<file path="config.mk">
export PLATFORM = sky130hd
export DESIGN_NAME = pipe_adder
export DESIGN_NICKNAME = d
export VERILOG_FILES = /design/src/rtl/pipe_adder.sv
export SDC_FILE = /design/constraint.sdc
export NUM_CORES = 1
export LEC_CHECK = 0
export BUFFER_PORTS_ARGS = -buffer_cell sky130_fd_sc_hd__buf_2
export CELL_PAD_IN_SITES_DETAIL_PLACEMENT = 0
export CELL_PAD_IN_SITES_GLOBAL_PLACEMENT = 2
export CORE_UTILIZATION = 42
export DETAILED_ROUTE_END_ITERATION = 12
export PLACE_DENSITY_LB_ADDON = 0.1
export SYNTH_ARGS = -nofsm -noshare
export SYNTH_HDL_FRONTEND = slang
export SYNTH_SLANG_ARGS = --single-unit
</file>
<file path="constraint.sdc">
create_clock -name clk -period 10 [get_ports clk]
set_input_delay 1.5 -clock clk [delete_from_list [all_inputs] [get_ports clk]]
set_output_delay 1.5 -clock clk [all_outputs]
set_load 0.1 [all_outputs]
</file>
<file path="src/rtl/pipe_adder.sv">
// pipe_adder: pipelined ripple-carry adder/subtractor with valid/ready flow control.
//
// The WIDTH-bit carry chain is cut into STAGES slices of SLICE bits. Each stage
// adds its own slice using the carry registered by the previous stage. The
// completed low result bits, the operands still needed by later slices and the
// slice carry-out travel down the pipe together.
//
// Parameters
//   WIDTH   operand/result width in bits (>= 2)
//   STAGES  number of pipeline stages (>= 1, must divide WIDTH)
//
// Ports
//   clk        clock, all state updates on the rising edge
//   rst        asynchronous active-high reset
//   in_valid   operand set presented
//   in_ready   operand set accepted this cycle when in_valid is also high
//   a, b       operands
//   cin        carry-in (borrow-in when sub=1)
//   sub        0 = a+b+cin, 1 = a-b-cin
//   out_valid  result presented
//   out_ready  downstream accepts the result
//   sum        result modulo 2^WIDTH
//   couts      per-bit ripple carry, bit i = carry out of bit i
//   cout       carry out of the MSB
//   ovf        two's-complement signed overflow

module pipe_adder #(
    parameter int WIDTH  = 32,
    parameter int STAGES = 4
) (
    input  logic             clk,
    input  logic             rst,
    input  logic             in_valid,
    output logic             in_ready,
    input  logic [WIDTH-1:0] a,
    input  logic [WIDTH-1:0] b,
    input  logic             cin,
    input  logic             sub,
    output logic             out_valid,
    input  logic             out_ready,
    output logic [WIDTH-1:0] sum,
    output logic [WIDTH-1:0] couts,
    output logic             cout,
    output logic             ovf
);

    localparam int SLICE = WIDTH / STAGES;

    // Everything one stage hands to the next. b is already the effective
    // (possibly inverted) operand; carry is the carry into the next slice.
    typedef struct packed {
        logic [WIDTH-1:0] a;
        logic [WIDTH-1:0] b;
        logic [WIDTH-1:0] sum;
        logic [WIDTH-1:0] couts;
        logic             carry;
    } stage_t;

    stage_t             head;
    stage_t             stg_d [STAGES];
    stage_t             stg_q [STAGES];
    logic [STAGES-1:0]  valid_q;
    logic [STAGES-1:0]  adv;
    logic [STAGES-1:0]  load;

    // Ripple-add slice k of src, starting from src.carry.
    function automatic stage_t add_slice(input stage_t src, input int k);
        stage_t res;
        logic   c;
        logic   p;
        int     idx;
        res = src;
        c   = src.carry;
        for (int i = 0; i < SLICE; i++) begin
            idx            = k * SLICE + i;
            p              = src.a[idx] ^ src.b[idx];
            res.sum[idx]   = p ^ c;
            c              = (src.a[idx] & src.b[idx]) | (p & c);
            res.couts[idx] = c;
        end
        res.carry = c;
        return res;
    endfunction

    // Subtraction is a + ~b + ~cin: with cin=0 that is the usual +1 of two's
    // complement, with cin=1 the extra borrow cancels it.
    always_comb begin
        head.a     = a;
        head.b     = sub ? ~b : b;
        head.sum   = '0;
        head.couts = '0;
        head.carry = sub ? ~cin : cin;
    end

    always_comb begin
        stg_d[0] = add_slice(head, 0);
        for (int k = 1; k < STAGES; k++) begin
            stg_d[k] = add_slice(stg_q[k-1], k);
        end
    end

    // A stage advances when it is valid and some stage above it is empty, or
    // the whole tail is full and the output is being taken. Computing this
    // top-down as a running "room above" flag collapses bubbles even while
    // the last stage is stalled.
    always_comb begin
        logic room;
        adv  = '0;
        load = '0;
        room = out_ready;
        for (int k = STAGES - 1; k >= 0; k--) begin
            adv[k] = valid_q[k] & room;
            room   = room | ~valid_q[k];
        end
        in_ready = ~rst & (~valid_q[0] | adv[0]);
        load[0]  = in_valid & in_ready;
        for (int k = 1; k < STAGES; k++) begin
            load[k] = adv[k-1];
        end
    end

    always_ff @(posedge clk or posedge rst) begin
        if (rst) begin
            valid_q <= '0;
            for (int k = 0; k < STAGES; k++) begin
                stg_q[k] <= '0;
            end
        end else begin
            for (int k = 0; k < STAGES; k++) begin
                if (load[k]) begin
                    valid_q[k] <= 1'b1;
                    stg_q[k]   <= stg_d[k];
                end else if (adv[k]) begin
                    valid_q[k] <= 1'b0;
                end
            end
        end
    end

    // The last stage only reloads when it is empty or being consumed, so the
    // outputs hold steady through a downstream stall.
    assign out_valid = valid_q[STAGES-1];
    assign sum       = stg_q[STAGES-1].sum;
    assign couts     = stg_q[STAGES-1].couts;
    assign cout      = stg_q[STAGES-1].couts[WIDTH-1];
    assign ovf       = stg_q[STAGES-1].couts[WIDTH-1] ^ stg_q[STAGES-1].couts[WIDTH-2];

endmodule

</file>
# Word-level counts from Yosys, hierarchy flattened
# Cells that the tools add are included.
# classes
muxes	10
bitwise_logic	178
n_reduce_logical	4
# ops
operator	count
$and A1 B1 Y1	70
$xor A1 B1 Y1	65
$or A1 B1 Y1	36
$mux W32	1
$not A32 Y32	1
$mux W1	9
$reduce_bool A2 Y1	4
$not A1 Y1	6
# totals
reg_bits	359
elab_cells	213

# Depth between registers and ports, before layout
# Gate-level depths: netlist (run 1).
# depth
ltp_word	19
depth_mapped	13

# Least setup slack after synthesis (run 1)
# Ideal clock, no wire load.
# synth_path
path_kind	input port to flip-flop
startpoint	in sub
endpoint	reg stg_q, in the netlist stg_d[298]
slack_ps	4219
required_time_ps	9874
setup_time_ps	126
stages	13
arrival_time_ps	5656
n_path_buf	2
path_cell_list	clkbuf_1 -> buf_2 -> xor2_1 -> fa_1 -> inv_1 -> fa_1 -> fa_1 -> fa_1 -> fa_1 -> fa_1 -> fa_1 -> fa_1 -> mux2i_1
# synth_rtl
item	line	text
from (decl)	38	input logic sub,
to (signal, indexed assignment)	132	stg_q[k] <= stg_d[k];
to (decl)	61	stage_t stg_q [STAGES];

==> metrics.md, run 1 <==
| Metric | Value |
|---|---|
| Worst-Margin Slew | 1020 ps |
| Hold Buf Count CTS | 0 |
| Period utilisation layout | 0.5081 |
| Area of the core | 25980 µm² |
| Final min period | 5081 ps |
| Routed WL | 20650 µm |
| Chip height | about 160 µm |
| Asr flop ratio synth | 1.000 |
| Std-Cell Rows | 59 |
| Reg2reg path depth | 9 |
| Largest net degree at the start of global routing | 130 |
| Syn Inst Count | 663 |
| Final hold vios | 0 |
| Clock sink count | 260 |
| Share of the synthesized area in the top cell type | 0.5867 |
| Maximum vdd ir drop | between 0.2 and 0.3 mV |
| Overflow after GRT | 0 |
| Starting Density | 0.4268 |
| Die Wd | 164.5 µm |
| Slowest-stage cell, CP | fa_1 |
| Via count | 5622 |
| Max cap viols | 0 |
| Syn_nets | roughly 770 |
| Yosys reg bits | 260 |
| Max_slew headroom | 0.3192 |
| Drt first pass iters | 4 |
| Vias/cell | about 4.8 |
| CP Cell Sequence | buf_2 > xor2_1 > fa_1 > inv_1 > fa_1 > fa_1 > fa_1 > fa_1 > fa_1 > fa_1 > fa_1 > mux2i_1 |
| CP Launch Type | input port |
| Non-Filler Instances | 1162 |
| Share of cells above drive strength 1 | 0.5242 |
| Resized cells post-CTS | 0 |
| Most common cell in the netlist | dfrtp_1 |
| IO Pins | 138 |
| Clk_lat worst skew | 520 ps |
| Starting DRT DRC Count | 248 |
| Dpl cell area | between 10000 and 15000 µm² |
| Placed Instances | between 1000 and 1500 |
| DP HPWL | 12610 µm |
| Critical path depth in cells | 12 |
| CTS root buffer | clkbuf_16 |
| PortBufs | 137 |
| Pwr per Cell Area | 361.3 nW/µm² |
| Post-synth top area cell | dfrtp_1 |
| Clk_skew | between 5 and 6 ps |
| Cell family with the largest share of critical-path delay | adder cells |
| LEAKAGE | 6.054 nW |
| DRC violations left | 0 |
| RSZ-0062 raised after global routing | no |
| Number of synthesized flops with an enable pin | 0 |
| Worst hold stages | 1 |
| Setup TNS | 0 ps |
| Buf+Inv Stages, Crit Path | 2 |
| CP Data Arrival Time | 5450 ps |
| Crit end category | flip-flop |
| Top cell by count, worst path | fa_1 |
| CTS tree | done |
| Post-Syn Area per Cell | 16.73 µm² |
| Yosys warns | 0 |
| Postcts setup bufs | 0 |
| Die area | 27060 µm² |
| Clock slew at reported path FFs | approximately 60 ps |
| Clock buffer depth | 3 |
| CP max FO | 4 |
| Hold crit path type | flip-flop to flip-flop |
| Slew Viols, Final | 0 |
| Post-DRT Antenna Nets | 0 |
| Total power | between 4 and 5 mW |
| Final net count | 907 |
| Top post-synthesis cells by area | dfrtp_1 (59%), mux2_2 (16%), mux2_4 (11%) |
| Routed length per instance | roughly 18 µm |
| Seq/Total Area, Yosys | 0.5867 |
| Synth-to-Final Area Change | 17.30% |
| Netlist Area Pre-Place | 11090 µm² |
| Vias in the first global route | approximately 6300 |
| H-tree Lvls | 1 |
| Predominant post-synthesis flop cell | dfrtp_1 |
| WS Path Type | input port to flip-flop |
| Outcome | completed |
| Initial antenna violation count | 2 |
| Biggest cell delay along the critical path | 520 ps |
| CTS buffer count | 29 |
| Synth unique cells | 22 |
| Gp weighted congestion | 0.7259 |
| Most common library cells after synthesis | dfrtp_1 (260), mux2_2 (155), mux2_4 (83), fa_1 (32), inv_1 (31) |
| Final Cell Area | between 10000 and 15000 µm² |
| Global Route Usage Sum | 0.1602 |
| Final Setup Violations | 0 |
| First-pass GRT wire length | between 30000 and 40000 µm |
| Max Freq | 196.8 MHz |
| WP data required | slightly above 10000 ps |
[path summary, 6_finish.rpt]
kind | startpoint | end | slack, ps
max | sub | stg_d[298] | 4920
min | stg_d[165] | stg_d[36] | 500
max reg2reg | stg_q[387] | stg_d[177] | 5270
min reg2reg | stg_d[165] | stg_d[36] | 500
max in group asynchronous | rst | couts[2] | 6680
min in group asynchronous | rst | couts[21] | 1140
[area by class of cell]
type | instances | area (µm²)
sequential | 260 | 6506
multi-input combinational | 341 | 4235
timing repair buffer | 142 | 723.2
clock inverter | 8 | 115.1
clock buffer | 44 | 882.1
tap | 335 | 419.2
fill | 2297 | 12980
inverter | 31 | 123.9
antenna | 1 | 2.502
[layout by cell type, fill, tap and decap left out, drive strengths merged]
master | synthesis | layout
bufinv | 0 | 3
fa | 32 | 32
xor2 | 27 | 27
clkbuf | 1 | 44
diode | 0 | 1
buf | 30 | 142
mux2 | 238 | 238
nand3b | 1 | 1
and2 | 2 | 2
mux2i | 14 | 14
inv | 31 | 31
nor2 | 1 | 1
nand2b | 6 | 6
nand4b | 1 | 1
a21oi | 9 | 9
xnor2 | 7 | 7
and4b | 1 | 1
clkinv | 0 | 5
dfrtp | 260 | 260
nand2 | 2 | 2
[worst reg2reg max path: cells and delay by family, from the launching register on]
family                     cells  cell delay [ps]
muxes                          1              260
adders and majority gates      8             3950
DFF                            1              420
[where the power goes]
group / internal, mW / switching [mW]
clock: 0.680 / 0.409
sequential: 1.46 / 0.227
combinational: 0.574 / 1.35
total: 2.71 / 1.99
[logic make-up after synthesis]
logic type,after synthesis,share of synthesized area
AOI/OAI and AO/OA,9,0.004062
buffers and inverters,62,0.03351
DFF,260,0.5867
adders and majority gates,32,0.05777
and+or+nand+nor,14,0.008688
xor gates and xnor gates,34,0.02685
muxes,252,0.2824
[metal layers]
metal	part of all wire	wire, µm	vias to the layer above	GRT usage
met5	0.00063	13	-	0
met2	0.48	9884	107	0.2608
met3	0.052	1075	31	0.03390
met1	0.45	9264	2940	0.2200
li1	-	-	2542	-
met4	0.020	408	2	0.03628
[registers in the layout, summed over array words and instances, names as in the netlist]
name	flops
stg_d	189
sum	32
stg_q	3
couts	32
valid_q	4
[through the flow]
| stage | setup WS [ps] | utilization | hold WS, ps |
|---|---|---|---|
| final | 4919 | 0.5006 | 499.5 |
| after global routing | 4717 | 0.5005 | 514.5 |
| after CTS | 4875 | 0.5005 | 500.7 |
| after detailed placement | 4312 | 0.4621 | 487.8 |
| after global placement | 4390 | 0.4621 | 483.2 |
| after floorplan | 1345 | - | 473.6 |
Power figures use the tool's default switching activity.
==> run 2, diff against run 1 <==
clock period = 4.9 ns   (was 10 ns; I/O delays follow)
==> run 2 against run 1 <==
Against the previous run:
- combinational power is 100% higher
- worst hold slack worse by 85 ps
- sequential power is 100% higher
- highest routed layer is now met4
- final area is 0.42% lower
- clock power is 88% higher
- non-clock buffer count is 2 higher
- largest power group unchanged
- sequential share of layout area is 0.21 points higher
==> metrics.md, run 2 (synthesized netlist as in run 1, its figures left out) <==
| Metric | Value |
|---|---|
| Die area | 27060 µm² |
| Synth-to-Final Area Change | 16.80% |
| CP Data Arrival Time | a little over 5000 ps |
| Comb pwr share | 0.417 |
| Final Setup Violations | 0 |
| Drt first pass iters | 4 |
| Commonest non-fill, non-tap cell in the layout | dfrtp_1 |
| DP HPWL | 12860 µm |
| Setup slack, reg-to-reg | 200 ps |
| LEAKAGE | between 6 and 7 nW |
| CTS buffer count | 29 |
| Clock buffer depth | 3 |
| Max Freq | 212.8 MHz |
| Worst setup path startpoint | stg_q[387] |
| CTS root buffer | clkbuf_16 |
| Worst-Margin Slew | 1046 ps |
| Slowest-stage cell, CP | fa_1 |
| Setup Slack @ Placement | -37.99 ps |
| CP Cell Sequence | fa_1 > fa_1 > fa_1 > fa_1 > fa_1 > fa_1 > fa_1 > fa_1 > mux2_2 |
| Starting DRT DRC Count | 228 |
| IO Pins | approximately 140 |
| Cell family with the largest share of critical-path delay | adder cells |
| Hold crit path type | input port to async pin |
| Outcome | completed |
| Clock slew at reported path FFs | approximately 60 ps |
| Buf+Inv Stages, Crit Path | 0 |
| Reg2reg path depth | 9 |
| Crit end category | flip-flop |
| Std-Cell Rows | a little under 60 |
| Final net count | 909 |
| Hold Buf Count CTS | 0 |
| Sequential share of power | 0.366 |
| Worst r2r src | stg_q[387] |
| Psw | 4.068 mW |
| P_int | 5.380 mW |
| Clk_lat worst skew | 550 ps |
| Clk_skew | ~17 ps |
| CP Launch Type | flip-flop |
| Slew Viols, Final | 0 |
| Via count | ~5600 |
| Maximum vdd ir drop | 0.5045 mV |
| Final Worst Setup Slack | 201.0 ps |
| Vias in the first global route | roughly 6300 |
| Routed length per instance | 17.92 µm |
| H-tree Lvls | 1 |
| CP max FO | 3 |
| Layout filler cell count | 2250 |
| Commonest cells after routing, fill and taps aside | dfrtp_1 (260), mux2_2 (155), buf_2 (137) |
| Share of cells above drive strength 1 | 0.5200 |
| Max FFs per register | 189 |
| WP data required | 5310 ps |
| Post-DRT Antenna Nets | 0 |
| First-pass GRT wire length | 33670 µm |
| RSZ-0062 raised after global routing | no |
| DRC violations left | 0 |
| Largest net degree at the start of global routing | 154 |
| PortBufs | 137 |
| Clock sink count | between 200 and 300 |
| Final min period | 4699 ps |
| Global Route Usage Sum | 0.1607 |
| Max cap viols | 0 |
| Top cell by count, worst path | fa_1 |
| Max_slew headroom | 0.3030 |
| Vias/cell | between 4 and 5 |
| Gp weighted congestion | 0.7529 |
| Setup TNS | 0 ps |
| Routed WL | 20840 µm |
| Postcts setup bufs | 0 |
| Period utilisation layout | 0.9590 |
| WS Path Type | flip-flop to flip-flop |
| Clock share of power | 0.217 |
| Resized cells post-CTS | 0 |
| Initial antenna violation count | 1 |
| Pwr per Cell Area | 729.4 nW/µm² |
| Die Wd | approximately 160 µm |
| Starting Density | 0.4268 |
| Chip height | around 160 µm |
| Overflow after GRT | 0 |
| Area of the core | 25980 µm² |
| Final hold vios | 0 |
| Total power | about 9.4 mW |
| CTS tree | done |
| FF-to-FF End | stg_d[177] |
| Biggest cell delay along the critical path | approximately 500 ps |
| Sw frac | 0.4305 |
run 2: cell types whose count changed in the layout (fill, tap and decap cells not counted):
| cell | change |
|---|---|
| clkbuf_1 | +4 |
| clkbuf_8 | -4 |
| buf_12 | +2 |
| bufinv_16 | -2 |
| clkinvlp_4 | +1 |
| inv_6 | +1 |
| inv_8 | -1 |
run 2: worst max-delay path by stage:
| stage | endpoint | slack (ps) | cells past startpoint |
|---|---|---|---|
| 6_report | stg_d[177] | 200 | 9 |
| 2_1_floorplan | stg_d[298] | 80 | 13 |
| 3_5_place_dp | stg_d[298] | -40 | 12 |
| 5_1_grt | stg_d[177] | 30 | 9 |
| 4_1_cts | stg_d[177] | 150 | 9 |
| 3_3_place_gp | stg_d[298] | 20 | 12 |
run 2: area by class of cell:
cell class,count,area (µm²),share of cell area
flip-flops and latches,260,6506,0.5023
multi-input cells,341,4235,0.3270
clock buffers,44,842.1,0.06501
repair buffers,144,763.2,0.05893
well taps,335,419.2,0.03236
inverters,31,120.1,0.009274
clock inverters,7,63.81,0.004927
diodes,1,2.502,0.0001932
run 2: worst register-to-register path, stage by stage, from the launching register on:
cell and delay [ps]:
dfrtp_1 410, fa_1 480, fa_1 490, fa_1 490
fa_1 490, fa_1 490, fa_1 500, fa_1 490
fa_1 480, mux2_2 260
run 2: metrics by stage:
step | cells | util | hold WS, ps | area (µm²)
6_report | 1163 | 0.4985 | 414.9 | 12950
5_1_grt | 1162 | 0.4984 | 395.4 | 12950
4_1_cts | 1162 | 0.4984 | 390.9 | 12950
3_5_place_dp | 1111 | 0.4635 | 487.7 | 12040
3_3_place_gp | 1111 | 0.4635 | 482.3 | 12040
2_1_floorplan | 663 | - | 473.6 | 11100
run 2: metal layers:
metal  GRT usage  part of all wire
met1      0.2059              0.44
met2      0.2762              0.50
met3     0.03315             0.050
met4     0.04379             0.018
met5           0                 0
run 2: power groups by stage:
stage                     registers [mW]  logic [mW]  clock network (mW)
after floorplan                     5.33        1.42                   0
after global placement              3.46        3.92                   0
after detailed placement            3.50        3.98                   0
after CTS                           3.47        3.99                2.14
after global routing                3.58        4.17                2.21
final                               3.46        3.94                2.05
